$ cat src/rtl/ping_pong_drain_ctrl.sv
// ping_pong_drain_ctrl
//   Output-side ping-pong buffer for the attention datapath. Result words
//   from the accumulator wrapper fill one bank while the other bank drains
//   to the downstream consumer. The producer is stalled when both banks hold
//   undrained data. A flush closes a partially filled bank early.
//
// Ports
//   clk, rst_n          clock (rising edge), synchronous active-low reset
//   in_valid/in_data    producer word stream, accepted when in_ready=1
//   in_ready            write bank is free
//   flush               close the partially filled write bank
//   out_valid/out_data  word from the current read bank (0 when idle)
//   out_last            final word of the bank being drained
//   out_ready           consumer accepts the presented word
//   bank_valid[1:0]     per-bank "holds undrained data" flags
//   drain_idle          both banks empty and no partial fill in progress
module ping_pong_drain_ctrl #(
   parameter int DATA_WIDTH = 64,
   parameter int DEPTH      = 4,
   parameter int LEN_WIDTH  = $clog2(DEPTH) + 1
) (
   input  logic                  clk,
   input  logic                  rst_n,
   input  logic                  in_valid,
   input  logic [DATA_WIDTH-1:0] in_data,
   output logic                  in_ready,
   input  logic                  flush,
   output logic                  out_valid,
   output logic [DATA_WIDTH-1:0] out_data,
   output logic                  out_last,
   input  logic                  out_ready,
   output logic [1:0]            bank_valid,
   output logic                  drain_idle
);

   localparam int AW = $clog2(DEPTH);

   // Observable occupancy state, tracked alongside the datapath registers.
   typedef enum logic [1:0] {
      S_IDLE,
      S_FILL,
      S_FILL_DRAIN,
      S_FULL
   } state_t;

   logic [DATA_WIDTH-1:0]       mem [2][DEPTH];
   logic                        wr_sel, rd_sel;
   logic [AW-1:0]               wr_addr, rd_addr;
   logic [1:0][LEN_WIDTH-1:0]   len;
   state_t                      state;

   logic                        wr_sel_nxt, rd_sel_nxt;
   logic [AW-1:0]               wr_addr_nxt, rd_addr_nxt;
   logic [1:0][LEN_WIDTH-1:0]   len_nxt;
   logic [1:0]                  bank_valid_nxt;
   state_t                      state_nxt;

   logic                        wr_acc, rd_acc;
   logic                        close_full, close_flush, close;
   logic [LEN_WIDTH-1:0]        wr_addr_eff, close_len;

   assign in_ready   = ~bank_valid[wr_sel];
   assign out_valid  = bank_valid[rd_sel];
   assign out_data   = out_valid ? mem[rd_sel][rd_addr] : '0;
   assign out_last   = out_valid &
                       (LEN_WIDTH'(rd_addr) == len[rd_sel] - LEN_WIDTH'(1));
   assign drain_idle = (state == S_IDLE);

   assign wr_acc = in_valid & in_ready;
   assign rd_acc = out_valid & out_ready;

   // A word landing in the last slot closes the bank on its own; a flush in
   // that same cycle must not close the (fresh, empty) next bank as well.
   assign wr_addr_eff = LEN_WIDTH'(wr_addr) + LEN_WIDTH'(wr_acc);
   assign close_full  = wr_acc & (wr_addr == AW'(DEPTH - 1));
   assign close_flush = flush & in_ready & (wr_addr_eff != '0) & ~close_full;
   assign close       = close_full | close_flush;
   assign close_len   = close_full ? LEN_WIDTH'(DEPTH) : wr_addr_eff;

   always_comb begin
      wr_sel_nxt     = wr_sel;
      wr_addr_nxt    = wr_addr;
      rd_sel_nxt     = rd_sel;
      rd_addr_nxt    = rd_addr;
      len_nxt        = len;
      bank_valid_nxt = bank_valid;
      state_nxt      = state;

      if (close) begin
         len_nxt[wr_sel]        = close_len;
         bank_valid_nxt[wr_sel] = 1'b1;
         wr_sel_nxt             = ~wr_sel;
         wr_addr_nxt            = '0;
      end else if (wr_acc) begin
         wr_addr_nxt = wr_addr + AW'(1);
      end

      // Write bank is never valid and read bank always is, so the close above
      // and the drain-complete below always touch different banks.
      if (rd_acc) begin
         if (out_last) begin
            bank_valid_nxt[rd_sel] = 1'b0;
            rd_sel_nxt             = ~rd_sel;
            rd_addr_nxt            = '0;
         end else begin
            rd_addr_nxt = rd_addr + AW'(1);
         end
      end

      case (bank_valid_nxt)
         2'b00:   state_nxt = (wr_addr_nxt == '0) ? S_IDLE : S_FILL;
         2'b11:   state_nxt = S_FULL;
         default: state_nxt = S_FILL_DRAIN;
      endcase
   end

   always_ff @(posedge clk) begin
      if (!rst_n) begin
         wr_sel     <= 1'b0;
         rd_sel     <= 1'b0;
         wr_addr    <= '0;
         rd_addr    <= '0;
         len        <= '0;
         bank_valid <= 2'b00;
         state      <= S_IDLE;
      end else begin
         wr_sel     <= wr_sel_nxt;
         rd_sel     <= rd_sel_nxt;
         wr_addr    <= wr_addr_nxt;
         rd_addr    <= rd_addr_nxt;
         len        <= len_nxt;
         bank_valid <= bank_valid_nxt;
         state      <= state_nxt;
      end
   end

   // Storage needs no reset: out_data is masked until a bank is closed.
   always_ff @(posedge clk) begin
      if (rst_n && wr_acc) mem[wr_sel][wr_addr] <= in_data;
   end

endmodule

$ cat config.mk
export PLATFORM = sky130hd
export DESIGN_NAME = ping_pong_drain_ctrl
export DESIGN_NICKNAME = d
export VERILOG_FILES = /design/src/rtl/ping_pong_drain_ctrl.sv
export SDC_FILE = /design/constraint.sdc
export NUM_CORES = 1
export LEC_CHECK = 0
export CORE_MARGIN = 2
export CORE_UTILIZATION = 40
export DETAILED_ROUTE_END_ITERATION = 8
export GPL_TIMING_DRIVEN = 0
export SLEW_MARGIN = 5
export SYNTH_ARGS = -nofsm -noshare
export SYNTH_HDL_FRONTEND = slang
export SYNTH_SLANG_ARGS = --single-unit
$ cat constraint.sdc
create_clock -name clk -period 8.6 [get_ports clk]
set_input_delay 2.15 -clock clk [delete_from_list [all_inputs] [get_ports clk]]
set_output_delay 2.15 -clock clk [all_outputs]
set_load 0.005 [all_outputs]
==> impl_metrics.yaml, run 1 <==
clock_tree:
  cts_num_sinks: 529
  clockBufferDepth: 3
  htreeDepth: 2
  ctsResizeCount: 0
  cts_buffers: 54
  insertion_delay_ns: 0.59
  cts_tree: "built"
  holdBufCountCts: 0
  cts-root-buf: "clkbuf_16"
  clk_pin_slew_ns: 0.06
  cts_setup_buffers: 0
synth:
  syn_nets: 1083
  synth_cell_types: 40
  yosys.area.top_type: "edfxtp_1"
  synth_top_area_share_pct: 75.5
  yosysSeqAreaShare_pct: 77.2
  synth.cell_area_mm2: 0.0204
  ys_warn_count: 0
  synth_area_leaders: "edfxtp_1, mux4_2, nand2_1, a21oi_1, dfxtp_1"
  synth-edff-count: 512
  async_flop_share_pct: 0
  ys_ff_latch: 529
  avgSynthCellArea_um2: 20.3
  synthCells: 1004
  synth_ff_type: "edfxtp_1"
sta:
  hold_violations: 0
  finalWorstSetupSlack_ns: 3.01
  fmax_mhz: 179
  setup-violations-final: 0
  tns_ns: 0
  finalCriticalPeriod_ns: 5.59
  worst_slew_margin_rel_pct: 37.5
  timing.final.crit_share_pct: 65.0
  rsz0062_at_grt: "no"
  skew_ns: 0.0149
  worst_pin_slew_ns: 0.937
  drv_slew: 0
final_layout:
  num-nets-final: 1293
  layout-drive-gt1-share_pct: 20.7
  fill_cells: 4115
  diodes: 0
  area_delta_synth_final_pct: 21.3
global_route:
  antenna_found_initial: 4
  overflow: 0
  grt_max_degree: 48
  grtUsageTotal_pct: 17.1
  grt_pass1_vias: 10600
  grt_first_pass_wirelength_mm: 66.7
drt:
  routed-via-count: 10000
  post-route-drc-count: 0
  wl_met2_mm: 21.8
  routed_wirelength_mm: 44.7
  drt-vias-per-instance: 5.19
  routedWlPerCell_um: 23.1
  drt-met1-wl_mm: 19.7
  ant_nets: 0
  drt-initial-drc-count: 662
  dr.pass1.iters: 5
  highest_layer: "met5"
  wl_met3_mm: 2.26
place:
  place.gp.congestion: 0.740
  pre_cts_slack_ns: 3.42
  place_hpwl_mm: 26.7
  portBuffers: 138
floorplan:
  pin_count: 139
  die_y_um: 230
  core_area_mm2: 0.0502
  die_width_um: 230
  num_rows: 82
  start_util_pct: 40.6
  die_area_mm2: 0.0527
power:
  ir_drop_mv: 0.137
  leakage_uw: 0.00775
  p_per_area_mw_per_mm2: 230
setup_path:
  path_class: "flop to output pin"
  start_kind: "flop"
  r2r_end: "mem[0][32]$_DFFE_PP_"
  crit_arrival_ns: 3.44
  rrSetupSlack_ns: 5.49
  r2r_start: "wr_sel$_SDFFE_PN0N_"
  end_kind: "output pin"
  crit_start: "rd_sel$_SDFFE_PN0P_"
  reg2reg_depth: 10
  path_max_fanout: 10
  cp_data_required_time_ns: 6.45
  cp-endpoint: "out_data[28]"
hold_path:
  worstHoldStart: "len[4]$_SDFFE_PN0P_"
  hold_path.class: "flop to flop"
flow_run:
  drv_cap: 0
status:
  status: "complete, no violations"
==> Yosys cell counts, types with 3 or more instances <==
cell type / instances
o21ai_0: 6
edfxtp_1: 512
ha_1: 10
a211oi_1: 3
buf_1: 3
nand3_1: 8
nand2_1: 137
a21oi_1: 71
inv_1: 6
mux2i_1: 8
and2_1: 6
mux4_2: 128
dfxtp_1: 17
nor3_1: 3
clkbuf_1: 27
nor2_1: 10
buf_2: 21
==> power by group <==
group          internal [uW]  total, uW  switching (uW)  leakage, uW
logic                    182        398             216      0.00210
clock network           1450       2400             950     0.000884
registers               2880       2900            12.6      0.00476
==> area by class of cell <==
| type | count | area [um^2] | area share (%) |
|---|---|---|---|
| buffer | 54 | 244 | 0.988 |
| clock buffer | 69 | 1440 | 5.82 |
| clock inverter | 32 | 379 | 1.53 |
| inverter | 8 | 30.0 | 0.122 |
| multi-input combinational | 413 | 4400 | 17.8 |
| sequential | 529 | 15700 | 63.6 |
| tap | 672 | 841 | 3.40 |
| timing repair buffer | 154 | 1650 | 6.70 |
==> cells by family (layout without fill, tap and decap cells) <==
kind of cell / count (synthesis) / count (layout) / share of synthesized area (%)
buffers and inverters: 62 / 317 / 1.35
XOR/XNOR: 4 / 4 / 0.209
AND/OR/NAND/NOR: 173 / 173 / 3.54
AO/OA/AOI/OAI: 88 / 88 / 2.38
adder cells (fa/ha/maj): 10 / 10 / 0.614
flip-flops: 529 / 529 / 77.2
multiplexers: 138 / 138 / 14.7
==> worst min-delay path by stage <==
stage | endpoint | slack (ns) | cells after the start
global placement | len[3]$_SDFFE_PN0P_ | 0.45 | 2
global route | len[4]$_SDFFE_PN0P_ | 0.48 | 2
CTS | len[4]$_SDFFE_PN0P_ | 0.47 | 2
detailed placement | len[4]$_SDFFE_PN0P_ | 0.46 | 2
finish | len[4]$_SDFFE_PN0P_ | 0.46 | 2
floorplan | len[3]$_SDFFE_PN0P_ | 0.43 | 2
==> through the flow <==
step                      hold slack, ns  total power [uW]  std cells  utilization, %  instance area (um^2)
after CTS                          0.470              5750       1931            49.2                 24700
final                              0.464              5690       1931            49.2                 24700
after global routing               0.482              5880       1931            49.2                 24700
after global placement             0.447              3350       1814            45.0                 22600
after floorplan                    0.434              3140       1004               -                 20400
after detailed placement           0.458              3360       1830            45.6                 22900
==> sequential cells by signal, summed over array words and instances (netlist names), named ones only <==
register and count:
bank_valid 2, len 6, mem 512, rd_addr 2, rd_sel 1, state 2
wr_addr 2, wr_sel 1
==> layer usage <==
layer	vias to the layer above	GRT usage, %
met1	5246	23.4
met3	72	4.00
li1	4489	-
met4	8	4.30
met2	202	27.9
met5	-	0
==> worst max-delay path, stage by stage, from the launching register on <==
cell	delay (ns)
dfxtp_1	0.32
buf_6	0.15
mux2i_1	0.31
clkbuf_1	0.74
clkbuf_1	0.59
a21oi_1	0.23
clkdlybuf4s50_1	0.51
==> layout by cell type (no fill, tap or decap), types with 2 or more instances in the layout <==
| cell | netlist | layout |
|---|---|---|
| bufinv_16 | 0 | 9 |
| mux4_2 | 128 | 128 |
| clkinv_1 | 1 | 14 |
| buf_1 | 3 | 3 |
| dfxtp_1 | 17 | 17 |
| buf_2 | 21 | 21 |
| clkdlybuf4s50_1 | 0 | 138 |
| xor2_1 | 2 | 2 |
| a21oi_1 | 71 | 71 |
| nor2_1 | 10 | 9 |
| and2_4 | 0 | 6 |
| clkbuf_16 | 0 | 55 |
| clkinv_2 | 0 | 7 |
| buf_16 | 0 | 3 |
| buf_6 | 1 | 7 |
| inv_1 | 6 | 6 |
| mux2i_1 | 8 | 8 |
| nand2_1 | 137 | 137 |
| buf_4 | 2 | 3 |
| nor4_1 | 2 | 2 |
| a21o_2 | 2 | 2 |
| clkbuf_1 | 27 | 40 |
| o21ai_0 | 6 | 6 |
| ha_1 | 10 | 10 |
| nand3_1 | 8 | 8 |
| a211oi_1 | 3 | 3 |
| inv_6 | 0 | 2 |
| edfxtp_1 | 512 | 512 |
| buf_12 | 0 | 5 |
| nor2b_1 | 2 | 2 |
| nor3_1 | 3 | 2 |
(Power assumes the default switching activity.)
==> run 2, diff against run 1 <==
clock period = 5 ns   (was 8.6 ns; I/O delays follow)
==> run 2 against run 1 <==
  * Die area did not move
  * Worst hold slack worse by 0.0043 ns
  * Global-route usage is 0.20 points higher
  * Clock-buffer cell count up 9
  * Register-to-register slack got worse by 3.7 ns
  * Core utilization is 0.42 points lower
  * Non-clock buffer count down 3
  * Flip-flop and latch count stayed put
  * Clock skew decreased by 0.0023 ns
  * Cell area decreased by 0.86%
  * Setup slack worse by 2.6 ns
  * Critical path type unchanged
==> impl_metrics.yaml, run 2 (same netlist as run 1, synthesis figures left out) <==
status:
  status: "complete, no violations"
sta:
  fmax_mhz: 217
  worst_pin_slew_ns: 0.909
  setup-violations-final: 0
  hold_violations: 0
  drv_slew: 0
  skew_ns: 0.0125
  finalWorstSetupSlack_ns: 0.392
  timing.final.crit_share_pct: 92.2
  rsz0062_at_grt: "no"
  tns_ns: 0
  worst_slew_margin_rel_pct: 39.2
  finalCriticalPeriod_ns: 4.61
setup_path:
  critPathMaxStageDelay_ns: 0.64
  crit_top_cell: "buf_2"
  rrSetupSlack_ns: 1.81
  crit_arrival_ns: 3.36
  cpMaxStageDelayCell: "buf_1"
  cp_cell_sequence: "buf_2, buf_2, buf_1, mux4_2, nand2_1, a21oi_1, clkdlybuf4s50_1"
  cp_data_required_time_ns: 3.75
  start_kind: "flop"
  path_class: "flop to output pin"
  end_kind: "output pin"
  path_max_fanout: 10
place:
  dp.cells: 1827
  place_hpwl_mm: 26.9
  portBuffers: 138
  pre_cts_slack_ns: 0.786
  place.gp.congestion: 0.738
clock_tree:
  clockBufferDepth: 3
  insertion_delay_ns: 0.58
  cts_tree: "built"
  ctsResizeCount: 0
  cts_setup_buffers: 0
  cts_num_sinks: 529
  holdBufCountCts: 0
  cts-root-buf: "clkbuf_16"
  cts_buffers: 56
  clk_pin_slew_ns: 0.06
  htreeDepth: 2
power:
  seqPwrFrac_pct: 53.3
  leakage_uw: 0.00763
  p_per_area_mw_per_mm2: 382
  internal_power_uw: 7360
  power.switching_uw: 1990
  p_clk_share_pct: 39.3
  p_sw_share_pct: 21.3
  power_frac_comb_pct: 7.4
  ir_drop_mv: 0.245
floorplan:
  start_util_pct: 40.6
  num_rows: 82
  die_y_um: 230
  die_area_mm2: 0.0527
  pin_count: 139
  die_width_um: 230
  core_area_mm2: 0.0502
final_layout:
  num-nets-final: 1292
  instances_no_fill: 1924
  top_regs: "mem x512, len x6"
  layout-drive-gt1-share_pct: 19.8
  largest_register_ffs: 512
  final_util_pct: 48.8
  regMostFlops: "mem"
  multi_input_area_mm2: 0.00441
  final_common_cell: "edfxtp_1"
  area_delta_synth_final_pct: 20.3
  fill_cells: 4112
  layout_common_cells: "edfxtp_1, clkdlybuf4s50_1, nand2_1"
  regArea_mm2: 0.0157
drt:
  dr.pass1.iters: 5
  routed_wirelength_mm: 45.2
  drt-initial-drc-count: 869
  routed-via-count: 10100
  ant_nets: 0
  post-route-drc-count: 0
  routedWlPerCell_um: 23.5
  drt-vias-per-instance: 5.26
hold_path:
  hold_path.class: "flop to flop"
global_route:
  grt_pass1_vias: 10700
  grt_first_pass_wirelength_mm: 67.2
  antenna_found_initial: 5
  grt_max_degree: 46
  overflow: 0
  grtUsageTotal_pct: 17.3
flow_run:
  drv_cap: 0
## run 2: changes by cell type in the layout (fill, tap and decap cells not counted), sizes merged
cell / before / now
clkinv: 21 / 17
inv: 9 / 8
diode: 0 / 1
clkbuf: 96 / 105
buf: 43 / 40
bufinv: 9 / 0
## run 2: power by group through the flow
stage | Sequential (uW) | Combinational [uW] | Clock [uW]
after detailed placement | 5080 | 701 | 0
final | 4980 | 691 | 3680
after global placement | 5080 | 676 | 0
after CTS | 4980 | 705 | 3770
after floorplan | 5070 | 326 | 0
after global routing | 4990 | 753 | 3930
## run 2: layout make-up
type                            count  area share (%)
Buffer                             54           0.996
Multi-Input combinational cell    413            18.0
Tap cell                          672            3.43
Antenna cell                        1          0.0102
Inverter                            8           0.123
Sequential cell                   529            64.2
Timing Repair Buffer              151            6.75
Clock buffer                       78            6.19
Clock inverter                     18           0.337
## run 2: critical path: cells and delay by family (launching register included)
| family | cells | cell delay (ns) |
|---|---|---|
| AND/OR/NAND/NOR | 1 | 0.05 |
| multiplexers | 1 | 0.34 |
| buffers and inverters | 4 | 1.79 |
| AO/OA/AOI/OAI | 1 | 0.28 |
| flip-flops | 1 | 0.30 |
## run 2: worst paths after layout
kind / startpoint / cells past startpoint / end
hold / removal: len[4]$_SDFFE_PN0P_ / 2 / len[4]$_SDFFE_PN0P_
setup / recovery: rd_addr[0]$_SDFFE_PN0P_ / 7 / out_data[13]
setup reg to reg: wr_sel$_SDFFE_PN0N_ / 11 / state[0]$_SDFF_PN0_
hold reg to reg: len[4]$_SDFFE_PN0P_ / 2 / len[4]$_SDFFE_PN0P_
## run 2: metrics by stage
stage | hold WS, ns | cell area, um^2 | total power, uW
floorplan | 0.434 | 20400 | 5400
global route | 0.488 | 24500 | 9670
finish | 0.460 | 24500 | 9350
global placement | 0.447 | 22600 | 5760
detailed placement | 0.452 | 22900 | 5780
CTS | 0.465 | 24500 | 9460
## run 2: per-layer routing
metal / part of all wire (%) / up-vias / global-route usage [%]
li1: - / 4486 / -
met1: 44 / 5293 / 23.9
met2: 49 / 263 / 28.4
met3: 5.2 / 64 / 3.32
met4: 1.8 / 8 / 4.53
met5: 0.093 / - / 0
